===== config.mk =====
export PLATFORM = sky130hd
export DESIGN_NAME = i2c_minion_master_seq_flat
export DESIGN_NICKNAME = d
export VERILOG_FILES = /design/src/rtl/i2c_minion_master_seq_if.sv /design/src/rtl/i2c_minion_master_seq.sv /design/src/flat_wrapper.sv
export SDC_FILE = /design/constraint.sdc
export NUM_CORES = 1
export LEC_CHECK = 0
export CORE_AREA = 2 2 61 63
export DETAILED_ROUTE_END_ITERATION = 16
export DIE_AREA = 0 0 63 65
export GPL_TIMING_DRIVEN = 0
export PLACE_DENSITY = 0.86
export SETUP_SLACK_MARGIN = 0.5
export SLEW_MARGIN = 5
export SYNTH_ARGS = -nofsm -noshare
export SYNTH_HDL_FRONTEND = slang
export SYNTH_SLANG_ARGS = --single-unit

===== constraint.sdc =====
create_clock -name clk -period 2.6 [get_ports clk]
set_input_delay 0.52 -clock clk [delete_from_list [all_inputs] [get_ports clk]]
set_output_delay 0.52 -clock clk [all_outputs]
set_load 0.01 [all_outputs]

===== src/rtl/i2c_minion_master_seq_if.sv =====
`default_nettype none
// +----------------------------------------------------------------------+
// | i2c_minion_master_seq_if                                             |
// | Request/response and open-drain pad bundle for the I2C sequencer.    |
// | Rev 1.0 - initial release                                            |
// +----------------------------------------------------------------------+
interface i2c_minion_master_seq_if #(
   parameter int ADDR_BITS = 4,
   parameter int DATA_BITS = 6
);
   logic                 start;
   logic                 rw;
   logic [ADDR_BITS-1:0] addr;
   logic [DATA_BITS-1:0] wdata;
   logic                 busy;
   logic                 done;
   logic                 ack_err;
   logic [DATA_BITS-1:0] rdata;
   logic                 scl_oe;
   logic                 sda_oe;
   logic                 sda_in;

   // master: on-chip requester plus the pad side; slave: the sequencer
   modport master (
      output start, rw, addr, wdata, sda_in,
      input  busy, done, ack_err, rdata, scl_oe, sda_oe
   );
   modport slave (
      input  start, rw, addr, wdata, sda_in,
      output busy, done, ack_err, rdata, scl_oe, sda_oe
   );
endinterface
`default_nettype wire


===== src/rtl/i2c_minion_master_seq.sv =====
`default_nettype none
// +----------------------------------------------------------------------+
// | i2c_minion_master_seq                                                |
// | Single-transaction I2C master: START, addr, R/W, ACK, data, ACK, STOP|
// | Rev 1.0 - initial release                                            |
// +----------------------------------------------------------------------+
module i2c_minion_master_seq #(
   parameter int CLK_DIV   = 4,
   parameter int ADDR_BITS = 4,
   parameter int DATA_BITS = 6
) (
   input  logic                    clk,
   input  logic                    rst_n,
   i2c_minion_master_seq_if.slave  bus
);

   localparam int c_DIV_W    = (CLK_DIV > 1) ? $clog2(CLK_DIV) : 1;
   localparam int c_MAX_BITS = (ADDR_BITS > DATA_BITS) ? ADDR_BITS : DATA_BITS;
   localparam int c_BIT_W    = (c_MAX_BITS > 1) ? $clog2(c_MAX_BITS) : 1;
   localparam logic [c_DIV_W-1:0] c_DIV_LAST  = c_DIV_W'(CLK_DIV - 1);
   localparam logic [c_BIT_W-1:0] c_ADDR_LAST = c_BIT_W'(ADDR_BITS - 1);
   localparam logic [c_BIT_W-1:0] c_DATA_LAST = c_BIT_W'(DATA_BITS - 1);

   typedef enum logic [3:0] {
      ST_IDLE  = 4'd0,
      ST_START = 4'd1,
      ST_ADDR  = 4'd2,
      ST_RW    = 4'd3,
      ST_ACK1  = 4'd4,
      ST_DATA  = 4'd5,
      ST_ACK2  = 4'd6,
      ST_STOP  = 4'd7,
      ST_DONE  = 4'd8
   } state_t;

   state_t                r_state;
   logic [c_DIV_W-1:0]    r_div;
   logic [1:0]            r_phase;
   logic [c_BIT_W-1:0]    r_bit;
   logic                  r_rw;
   logic [ADDR_BITS-1:0]  r_addr_sh;
   logic [DATA_BITS-1:0]  r_data_sh;
   logic                  r_busy;
   logic                  r_done;
   logic                  r_ack_err;
   logic [DATA_BITS-1:0]  r_rdata;
   logic                  r_scl_oe;
   logic                  r_sda_oe;

   logic w_qtick;
   logic w_mid;
   logic w_sample;
   logic w_slot_end;

   assign w_qtick    = (r_div == c_DIV_LAST);
   assign w_mid      = w_qtick && (r_phase == 2'd1);
   assign w_sample   = w_qtick && (r_phase == 2'd2);
   assign w_slot_end = w_qtick && (r_phase == 2'd3);

   assign bus.busy    = r_busy;
   assign bus.done    = r_done;
   assign bus.ack_err = r_ack_err;
   assign bus.rdata   = r_rdata;
   assign bus.scl_oe  = r_scl_oe;
   assign bus.sda_oe  = r_sda_oe;

   always_ff @(posedge clk or negedge rst_n) begin
      if (!rst_n) begin
         r_state   <= ST_IDLE;
         r_div     <= '0;
         r_phase   <= 2'd0;
         r_bit     <= '0;
         r_rw      <= 1'b0;
         r_addr_sh <= '0;
         r_data_sh <= '0;
         r_busy    <= 1'b0;
         r_done    <= 1'b0;
         r_ack_err <= 1'b0;
         r_rdata   <= '0;
         r_scl_oe  <= 1'b0;
         r_sda_oe  <= 1'b0;
      end else begin
         r_done <= 1'b0;
         case (r_state)
            ST_IDLE: begin
               r_div   <= '0;
               r_phase <= 2'd0;
               if (bus.start) begin
                  r_state   <= ST_START;
                  r_busy    <= 1'b1;
                  r_rw      <= bus.rw;
                  r_addr_sh <= bus.addr;
                  r_data_sh <= bus.wdata;
                  r_ack_err <= 1'b0;
                  r_scl_oe  <= 1'b0;
                  r_sda_oe  <= 1'b0;
               end
            end
            ST_DONE: begin
               r_state <= ST_IDLE;
               r_busy  <= 1'b0;
            end
            default: begin
               r_div <= w_qtick ? '0 : r_div + 1'b1;
               if (w_qtick) begin
                  r_phase <= r_phase + 2'd1;
               end
               // Q2 entry: START pulls SDA low under high SCL, every other slot releases SCL
               if (w_mid) begin
                  if (r_state == ST_START) begin
                     r_sda_oe <= 1'b1;
                  end else begin
                     r_scl_oe <= 1'b0;
                  end
               end
               // Last clk of Q2: sample point; shift registers advance so MSB is the next bit
               if (w_sample) begin
                  case (r_state)
                     ST_ADDR: r_addr_sh <= r_addr_sh << 1;
                     ST_DATA: r_data_sh <= (r_data_sh << 1) | DATA_BITS'(r_rw & bus.sda_in);
                     ST_ACK1: if (bus.sda_in) r_ack_err <= 1'b1;
                     ST_ACK2: if (!r_rw && bus.sda_in) r_ack_err <= 1'b1;
                     ST_STOP: r_sda_oe <= 1'b0;
                     default: ;
                  endcase
               end
               if (w_slot_end) begin
                  case (r_state)
                     ST_START: begin
                        r_state  <= ST_ADDR;
                        r_bit    <= c_ADDR_LAST;
                        r_scl_oe <= 1'b1;
                        r_sda_oe <= ~r_addr_sh[ADDR_BITS-1];
                     end
                     ST_ADDR: begin
                        r_scl_oe <= 1'b1;
                        if (r_bit == '0) begin
                           r_state  <= ST_RW;
                           r_sda_oe <= ~r_rw;
                        end else begin
                           r_bit    <= r_bit - 1'b1;
                           r_sda_oe <= ~r_addr_sh[ADDR_BITS-1];
                        end
                     end
                     ST_RW: begin
                        r_state  <= ST_ACK1;
                        r_scl_oe <= 1'b1;
                        r_sda_oe <= 1'b0;
                     end
                     ST_ACK1: begin
                        r_scl_oe <= 1'b1;
                        if (r_ack_err) begin
                           r_state  <= ST_STOP;
                           r_sda_oe <= 1'b1;
                        end else begin
                           r_state  <= ST_DATA;
                           r_bit    <= c_DATA_LAST;
                           r_sda_oe <= ~r_rw & ~r_data_sh[DATA_BITS-1];
                        end
                     end
                     ST_DATA: begin
                        r_scl_oe <= 1'b1;
                        if (r_bit == '0) begin
                           r_state  <= ST_ACK2;
                           r_sda_oe <= 1'b0;
                        end else begin
                           r_bit    <= r_bit - 1'b1;
                           r_sda_oe <= ~r_rw & ~r_data_sh[DATA_BITS-1];
                        end
                     end
                     ST_ACK2: begin
                        r_state  <= ST_STOP;
                        r_scl_oe <= 1'b1;
                        r_sda_oe <= 1'b1;
                     end
                     ST_STOP: begin
                        r_state  <= ST_DONE;
                        r_scl_oe <= 1'b0;
                        r_sda_oe <= 1'b0;
                        r_done   <= 1'b1;
                        if (r_rw && !r_ack_err) begin
                           r_rdata <= r_data_sh;
                        end
                     end
                     default: ;
                  endcase
               end
            end
         endcase
      end
   end

endmodule
`default_nettype wire

===== src/flat_wrapper.sv =====
// flat-port wrapper written by rule: the top's interface ports become plain ports
module i2c_minion_master_seq_flat 
#(
   parameter int CLK_DIV   = 4,
   parameter int ADDR_BITS = 4,
   parameter int DATA_BITS = 6
)
  (clk, rst_n, bus_start, bus_rw, bus_addr, bus_wdata, bus_sda_in, bus_busy, bus_done, bus_ack_err, bus_rdata, bus_scl_oe, bus_sda_oe);
  i2c_minion_master_seq_if #(.ADDR_BITS(ADDR_BITS), .DATA_BITS(DATA_BITS)) bus_i ();
  input  logic clk;
  input  logic rst_n;
  input wire logic [$bits(bus_i.start)-1:0] bus_start;
  input wire logic [$bits(bus_i.rw)-1:0] bus_rw;
  input wire logic [$bits(bus_i.addr)-1:0] bus_addr;
  input wire logic [$bits(bus_i.wdata)-1:0] bus_wdata;
  input wire logic [$bits(bus_i.sda_in)-1:0] bus_sda_in;
  output wire logic [$bits(bus_i.busy)-1:0] bus_busy;
  output wire logic [$bits(bus_i.done)-1:0] bus_done;
  output wire logic [$bits(bus_i.ack_err)-1:0] bus_ack_err;
  output wire logic [$bits(bus_i.rdata)-1:0] bus_rdata;
  output wire logic [$bits(bus_i.scl_oe)-1:0] bus_scl_oe;
  output wire logic [$bits(bus_i.sda_oe)-1:0] bus_sda_oe;
  assign bus_i.start = bus_start;
  assign bus_i.rw = bus_rw;
  assign bus_i.addr = bus_addr;
  assign bus_i.wdata = bus_wdata;
  assign bus_i.sda_in = bus_sda_in;
  assign bus_busy = bus_i.busy;
  assign bus_done = bus_i.done;
  assign bus_ack_err = bus_i.ack_err;
  assign bus_rdata = bus_i.rdata;
  assign bus_scl_oe = bus_i.scl_oe;
  assign bus_sda_oe = bus_i.sda_oe;
  i2c_minion_master_seq #(.CLK_DIV(CLK_DIV), .ADDR_BITS(ADDR_BITS), .DATA_BITS(DATA_BITS)) u_core (.clk(clk), .rst_n(rst_n), .bus(bus_i));
endmodule

==> results.toml, run 1 <==
[final_layout]
diodes = 0
drive_gt1_frac = 0.135
fillers = 303
area_delta_synth_final_pct = 22.6
utilization = 0.627
mostFrequentLayoutCell = "dfrtp_1"
nets = 235
layout_common_cells = "dfrtp_1, nand2_1, clkdlybuf4s50_1"

[route]
drt_wl_total_um = 3580
route.vias.total = 1437
drtAntennaViolNets = 0
drt_iter0_markers = 75
routedWlPerCell_um = 13.6
firstDrtPassIters = 4
drt-vias-per-instance = 5.46
drcViolationCount = 0

[job]
drv_cap = 0

[place]
gp_congestion = 0.858
dp_hpwl_um = 2590
portBuffers = 25

[clock_network]
cts_tree = "done"
htreeDepth = 2
clockRootBuffer = "clkbuf_4"
max-clock-path-buffers = 2
clkLatencyLatePin_ps = 340
clock-sinks = 33
numCtsBuffers = 5
cts_hold_buf = 0
path_clk_slew_ps = 100

[timing]
worst_slew_pin_slew_ps = 722
slew_viol_final = 0
clock.fmax_mhz = 530
tns_ps = 0
fin_skew_ps = 6.91
hold_viol = 0
finalCriticalPeriod_ps = 1890
rsz0062_at_grt = "no"
hold_ws_ps = 217
setup_viol = 0
timing.slew.headroom = 0.519
finalCritPeriodShare = 0.726

[synth]
synthDistinctLibCells = 41
synth_area_um2 = 1790
yosys_warnings = 0
synth.avg_cell_area_um2 = 9.82
synthCells = 182
ys.flop_type = "dfrtp_1"
synth_area_leaders = "dfrtp_1, nand2_1, mux2i_1"
synth-edff-count = 0
syn-num-nets = 203
ys_seq_area_frac = 0.462
async_flop_share = 1.00
synth_top_area_share = 0.462
yosysTopAreaCell = "dfrtp_1"
synth_seq_cells = 33

[die]
die_area_um2 = 4100
core_area_um2 = 3500
start_util = 0.511
io-pin-count = 26
die_y_um = 65
rows = 22
die_w_um = 63

[power]
ir_drop_uv = 608
pwr_density_cell_nw_per_um2 = 976
p_leak_nw = 0.943

[grt]
gr-total-overflow = 0
gr-usage-all-layers = 0.197
grt_first_pass_wirelength_um = 6240
grt_max_degree = 34
first_global_vias = 1365
antenna_found_initial = 0

[status]
status = "complete, no violations"

[setup_path]
critPathLaunchType = "flip-flop"
r2r_cells = 6
required_ps = 2830
r2r-start = "u_core.r_div[0]$_DFFE_PN0N_"
worstSetupPathType = "reg2reg"
critPathArrivalTime_ps = 2120
end_kind = "flip-flop"
cp_max_fo = 9
cp-startpoint = "u_core.r_div[0]$_DFFE_PN0N_"

[hold_path]
hp-class = "in2async"
-- layer usage --
metal | vias up | track usage | routed length, um
met5 | - | 0 | 0
met4 | 0 | 0.0722 | 54
met3 | 5 | 0.0590 | 147
met2 | 32 | 0.314 | 1740
met1 | 678 | 0.254 | 1630
li1 | 722 | - | -
-- sequential cells by signal, indices dropped and copies added (netlist names) --
| register | cells |
|---|---|
| u_core.r_state | 4 |
| u_core.r_div | 2 |
| u_core.r_phase | 2 |
| u_core.bus.done | 1 |
| u_core.bus.ack_err | 1 |
| u_core.r_bit | 3 |
| u_core.r_data_sh | 6 |
| u_core.r_addr_sh | 4 |
| u_core.bus.rdata | 6 |
| u_core.bus.sda_oe | 1 |
| u_core.bus.scl_oe | 1 |
| u_core.bus.busy | 1 |
| u_core.r_rw | 1 |
-- per-stage QoR --
step                cells  area, um2  setup WS (ps)  power, mW
floorplan             182       1790            756       1.46
global placement      255       2100            349       1.69
detailed placement    255       2090            409       1.73
CTS                   263       2180            518       2.14
global route          263       2190            584       2.33
finish                263       2190            713       2.14
-- power breakdown --
part,switching (mW),internal [mW],total (mW),leakage [nW]
combinational,0.483,0.402,0.886,0.477
sequential,0.149,0.701,0.850,0.421
clock,0.174,0.229,0.403,0.0455
-- cell families (layout without fill, tap and decap cells) --
logic type | count (synthesis) | count (layout) | synth area share
buffers and inverters | 17 | 50 | 0.0434
multiplexers | 16 | 16 | 0.0945
adder cells (fa/ha/maj) | 6 | 6 | 0.0420
flip-flops | 33 | 33 | 0.462
AO/OA/AOI/OAI | 50 | 50 | 0.192
AND/OR/NAND/NOR | 60 | 60 | 0.166
-- final timing paths --
path	to	slack [ps]
hold reg to reg	u_core.r_addr_sh[1]$_DFFE_PN0P_	500
setup reg to reg	u_core.r_state[2]$_DFFE_PN0P_	710
hold / removal	u_core.bus.sda_oe$_DFFE_PN0P_	220
min in group clk	u_core.r_addr_sh[1]$_DFFE_PN0P_	500
max in group asynchronous	u_core.r_addr_sh[3]$_DFFE_PN0P_	1920
setup / recovery	u_core.r_state[2]$_DFFE_PN0P_	710
-- cells in the mapped netlist (all sizes together) (2+ instances only) --
master,number
a21oi,7
a211o,2
nand3b,2
nand3,5
nand2b,3
inv,6
a21o,5
nor2,9
clkbuf,4
o21ai,20
mux2,7
o21a,2
o31ai,2
nand4,2
nand2,25
buf,7
ha,6
mux2i,9
nor2b,2
nor3,8
dfrtp,33
-- timing repair --
item,4_1_cts,5_1_grt
setup endpoints to repair,6,6
buffers inserted,0,0
resized for setup,1,2
pin swaps,0,1
-- cell type report --
cell class,count,area (um2),share of cell area
clock buffer,7,55.1,0.0251
clock inverter,1,30.0,0.0137
inverter,6,22.5,0.0103
timing repair buffer,25,245,0.112
multi-input combinational,132,897,0.409
tap,48,60.1,0.0274
buffer,11,55.1,0.0251
sequential,33,826,0.377
-- critical path, cell delays in order, from the launching register on --
cell and delay (ps):
dfrtp_1 390, ha_1 150, buf_2 180, nand2_2 140, nor3_1 420, o22ai_4 170
a211o_1 330
(Power assumes the default switching activity.)
==> inputs of run 2 (changes only) <==
- clock period: 2.6 -> 1.9 ns (I/O delays scaled with it)
==> run 2 against run 1 <==
Compared with the run above:
- combinational power increased by 150%
- critical path depth unchanged
- highest routed layer unchanged
- largest cell class unchanged
- design area increased by 28%
==> results.toml, run 2 (synthesis gave the netlist of run 1 again) <==
[status]
status = "complete, no violations"

[timing]
worst_slew_pin_slew_ps = 740
hold_viol = 0
finalCritPeriodShare = 0.939
timing.slew.headroom = 0.507
finalCriticalPeriod_ps = 1780
tns_ps = 0
fin_skew_ps = 9.69
rsz0062_at_grt = "yes"
slew_viol_final = 0
hold_ws_ps = 71.7
clock.fmax_mhz = 561
setup_viol = 0

[power]
clkPwrFrac = 0.103
pwr-share-comb = 0.582
seqPwrFrac = 0.315
pwr_density_cell_nw_per_um2 = 1350
p_leak_nw = 1.24
power_switching_share = 0.411
ir_drop_uv = 713
p_int_mw = 2.23
p_sw_mw = 1.56

[final_layout]
final_cells = 310
mostFrequentLayoutCell = "buf_4"
area_delta_synth_final_pct = 56.4
utilization = 0.800
drive_gt1_frac = 0.427
design_area_um2 = 2800
layout_common_cells = "buf_4, dfrtp_1, nand2_1"
nets = 282
diodes = 0

[clock_network]
clockRootBuffer = "clkbuf_4"
clock-sinks = 33
numCtsBuffers = 5
clkLatencyLatePin_ps = 360
cts_tree = "done"
max-clock-path-buffers = 2
path_clk_slew_ps = 100
htreeDepth = 2

[setup_path]
end_kind = "flip-flop"
worstSetupPathType = "reg2reg"
critPathArrivalTime_ps = 2030
crit_path_top_delay_cell = "dfrtp_1"
critPathLaunchType = "flip-flop"
cp_max_fo = 5
critPathBufInv = 2
crit_path_max_incr_delay_ps = 410
cp_cell_sequence = "inv_2 -> ha_4 -> nor2b_1 -> o22ai_4 -> buf_4 -> a211o_1"
path_delay_family = "compound AO/OA/AOI/OAI gates"
required_ps = 2140

[die]
die_area_um2 = 4100
io-pin-count = 26
start_util = 0.511
die_w_um = 63
core_area_um2 = 3500
die_y_um = 65
rows = 22

[hold_path]
hp-class = "in2async"

[route]
drt_iter0_markers = 103
route.vias.total = 1778
drtAntennaViolNets = 0
firstDrtPassIters = 4
drt-vias-per-instance = 5.74
drt_wl_total_um = 5510
routedWlPerCell_um = 17.8
drcViolationCount = 0

[job]
drv_cap = 0

[grt]
gr-total-overflow = 0
gr-usage-all-layers = 0.268
first_global_vias = 1739
antenna_found_initial = 0
grt_first_pass_wirelength_um = 8280
grt_max_degree = 34

[place]
gp_congestion = 0.876
dp_hpwl_um = 2740
numPlacedInstances = 255
portBuffers = 25
placed_cell_area_um2 = 2180
==> run 2: layout make-up <==
| type | instances | area, um2 |
|---|---|---|
| multi-input combinational | 132 | 1080 |
| sequential | 33 | 828 |
| fill | 188 | 701 |
| timing repair buffer | 72 | 654 |
| buffer | 11 | 101 |
| tap | 48 | 60.1 |
| clock buffer | 6 | 41.3 |
| inverter | 6 | 22.5 |
| clock inverter | 2 | 10.0 |
==> run 2: worst reg2reg max path, cell delays in order (launching register included) <==
cell and delay, ps:
dfrtp_1 410, inv_2 90, ha_4 150, nor2b_1 410, o22ai_4 170, buf_4 160
a211o_1 290
==> run 2: path summary, 6_finish.rpt <==
kind / from / end / slack (ps) / cells past startpoint
worst max-delay path: u_core.r_bit[0]$_DFFE_PN0P_ / u_core.r_state[2]$_DFFE_PN0P_ / 120 / 6
worst min-delay path: rst_n / u_core.r_addr_sh[2]$_DFFE_PN0P_ / 70 / 1
worst max register to register: u_core.r_bit[0]$_DFFE_PN0P_ / u_core.r_state[2]$_DFFE_PN0P_ / 120 / 6
worst min register to register: u_core.r_addr_sh[2]$_DFFE_PN0P_ / u_core.r_addr_sh[2]$_DFFE_PN0P_ / 500 / 2
max in group asynchronous: rst_n / u_core.r_state[2]$_DFFE_PN0P_ / 1310 / 1
min in group clk: u_core.r_addr_sh[2]$_DFFE_PN0P_ / u_core.r_addr_sh[2]$_DFFE_PN0P_ / 500 / 2
==> run 2: power groups by stage <==
stage	logic, mW	registers (mW)	clock network (mW)
global placement	1.24	1.17	0
finish	2.20	1.19	0.391
global route	2.36	1.22	0.437
CTS	1.90	1.16	0.394
floorplan	0.930	1.16	0
detailed placement	1.30	1.19	0
==> run 2: what timing repair did <==
item / in CTS / in global routing
buffers inserted: 36 / 10
setup endpoints to repair: 43 / 42
cloned: 1 / 0
pin swaps: 14 / 11
hold buffers: 0 / 0
gates resized for setup: 53 / 33
==> run 2: stage by stage <==
stage	power [mW]	worst slack, ps
floorplan	2.09	240
global placement	2.42	-181
detailed placement	2.49	59.0
CTS	3.46	183
global route	4.01	47.9
finish	3.79	117
==> run 2: metal layers <==
metal	global-route usage	share of wire
met1	0.314	0.39
met5	0	0
met3	0.0625	0.037
met2	0.461	0.53
met4	0.128	0.036
==> inputs of run 3 (changes only) <==
--- a/config.mk
+++ b/config.mk
@@ -8,2 +8,3 @@
 export CORE_AREA = 2 2 61 63
+export CTS_CLUSTER_DIAMETER = 120
 export DETAILED_ROUTE_END_ITERATION = 16
==> constraint.sdc (replaced) <==
create_clock -name clk -period 1.7 [get_ports clk]
set_input_delay 0.34 -clock clk [delete_from_list [all_inputs] [get_ports clk]]
set_output_delay 0.34 -clock clk [all_outputs]
set_load 0.005 [all_outputs]
==> run 3 against run 2 <==
Compared with the run above:
- the run now ends with negative setup slack left
- global-route usage grew 1.6 points
- register-to-register slack lost 250 ps
- utilization up 1.8 points
- wire length is 18% higher
- clock power grew 18%
- clock skew is 4.8 ps lower
- hold slack worse by 30 ps
- critical endpoint is now u_core.bus.sda_oe$_DFFE_PN0P_
- largest cell class unchanged
- highest routed layer unchanged
==> results.toml, run 3 (synthesis gave the netlist of run 1 again) <==
[timing]
rsz0062_at_grt = "yes"
slew_viol_final = 0
worst_slack_ps = -129
finalCritPeriodShare = 1.08
finalCriticalPeriod_ps = 1830
setup_viol = 23
hold_viol = 0
worst_slew_pin_slew_ps = 746
fin_skew_ps = 4.85
clock.fmax_mhz = 547
timing.slew.headroom = 0.503

[grt]
antenna_found_initial = 0
grt_max_degree = 34
top_usage_layer = "met2"
use_met1 = 0.314
first_global_vias = 1878
met2_usage = 0.524
gr-usage-met3 = 0.0538
gr-usage-all-layers = 0.283
gr-total-overflow = 0
grt_first_pass_wirelength_um = 8900

[final_layout]
area_delta_synth_final_pct = 59.9
diodes = 0
mostFrequentLayoutCell = "buf_4"
drive_gt1_frac = 0.500
nets = 285
design_area_um2 = 2860
fillers = 170
layout_common_cells = "buf_4, dfrtp_1, nand2_1"

[die]
die_w_um = 63
die_y_um = 65
start_util = 0.511
core_area_um2 = 3500
io-pin-count = 26
die_area_um2 = 4100
rows = 22

[route]
firstDrtPassIters = 5
routedWlPerCell_um = 20.8
drt_wl_total_um = 6480
drtAntennaViolNets = 0
drcViolationCount = 0
drt-vias-per-instance = 6.11
route.vias.total = 1907
drt_iter0_markers = 203

[power]
p_leak_nw = 1.28
ir_drop_uv = 739
power.total_mw = 4.36
pwr_density_cell_nw_per_um2 = 1530

[setup_path]
required_ps = 1940
crit_path_frequent_cell = "nand2_1"
end_kind = "flip-flop"
path_delay_family = "compound AO/OA/AOI/OAI gates"
critPathArrivalTime_ps = 2060
worstSetupPathType = "reg2reg"
cp_max_fo = 5
critPathBufInv = 2
crit_path_max_incr_delay_ps = 380
crit_path_top_delay_cell = "dfrtp_1"
cp_cell_sequence = "ha_2 -> buf_6 -> buf_4 -> nand2_1 -> o311ai_2 -> nand2_1 -> a221o_1"
critPathLaunchType = "flip-flop"

[clock_network]
path_clk_slew_ps = 100
cts_hold_buf = 0
clockRootBuffer = "clkbuf_4"
clock-sinks = 33
max-clock-path-buffers = 2
clkLatencyLatePin_ps = 350
cts_tree = "done"
numCtsBuffers = 5
htreeDepth = 2

[place]
placed_cell_area_um2 = 2190
portBuffers = 25
gp_congestion = 0.873
dp_hpwl_um = 2850

[status]
status = "finished, violations left"
violations = "negative setup slack"

[job]
drv_cap = 0

[hold_path]
hp-class = "in2async"
[run 3: cell count changes in the layout (fill, tap and decap cells not counted), sizes merged]
cell,delta
clkbuf,-4
buf,+13
clkdlybuf4s15,-5
clkinv,-2
[run 3: stage by stage]
step	util	setup WS, ps	setup TNS, ps	cells	hold slack (ps)
6_report	0.817	-129	-1060	312	41.4
5_1_grt	0.817	-232	-2880	312	85.8
4_1_cts	0.759	-48.5	-126	299	80.4
3_5_place_dp	0.625	-137	-1740	255	444
3_3_place_gp	0.627	-334	-12190	255	467
2_1_floorplan	-	39.6	0	182	44.4
[run 3: routing by layer]
layer | vias up | part of all wire | wire (um)
met5 | - | 0 | 0
met4 | 0 | 0.044 | 282
met3 | 34 | 0.064 | 416
met2 | 117 | 0.50 | 3260
met1 | 944 | 0.39 | 2530
li1 | 812 | - | -
[run 3: final cells by class]
class                           instances  area, um2  share of cell area
Buffer                                 11        104              0.0363
Clock buffer                            7       55.1              0.0193
Inverter                                6       22.5             0.00788
Multi-Input combinational cell        132       1140               0.398
Sequential cell                        33        830               0.290
Tap cell                               48       60.1              0.0210
Timing Repair Buffer                   75        649               0.227
[run 3: final timing paths]
path,startpoint,endpoint,slack [ps],cells past startpoint
max,u_core.r_div[1]$_DFFE_PN0N_,u_core.bus.sda_oe$_DFFE_PN0P_,-130,7
min reg2reg,u_core.r_addr_sh[2]$_DFFE_PN0P_,u_core.r_addr_sh[2]$_DFFE_PN0P_,500,2
max in group asynchronous,rst_n,u_core.r_phase[0]$_DFFE_PN0P_,1130,1
max reg2reg,u_core.r_div[1]$_DFFE_PN0N_,u_core.bus.sda_oe$_DFFE_PN0P_,-130,7
min,rst_n,u_core.r_state[1]$_DFFE_PN0P_,40,1
min in group clk,u_core.r_addr_sh[2]$_DFFE_PN0P_,u_core.r_addr_sh[2]$_DFFE_PN0P_,500,2
[run 3: power by group]
part / internal [mW] / total [mW] / leakage [nW] / switching [mW]
sequential: 1.08 / 1.34 / 0.418 / 0.261
clock: 0.195 / 0.462 / 0.0314 / 0.267
combinational: 1.26 / 2.56 / 0.834 / 1.30
[run 3: repair_timing]
action | CTS | global route
cloned | 2 | 0
pin swaps | 20 | 10
buffers inserted | 35 | 13
setup endpoints to repair | 43 | 42
hold endpoints to repair | 0 | 0
gates resized for setup | 92 | 26
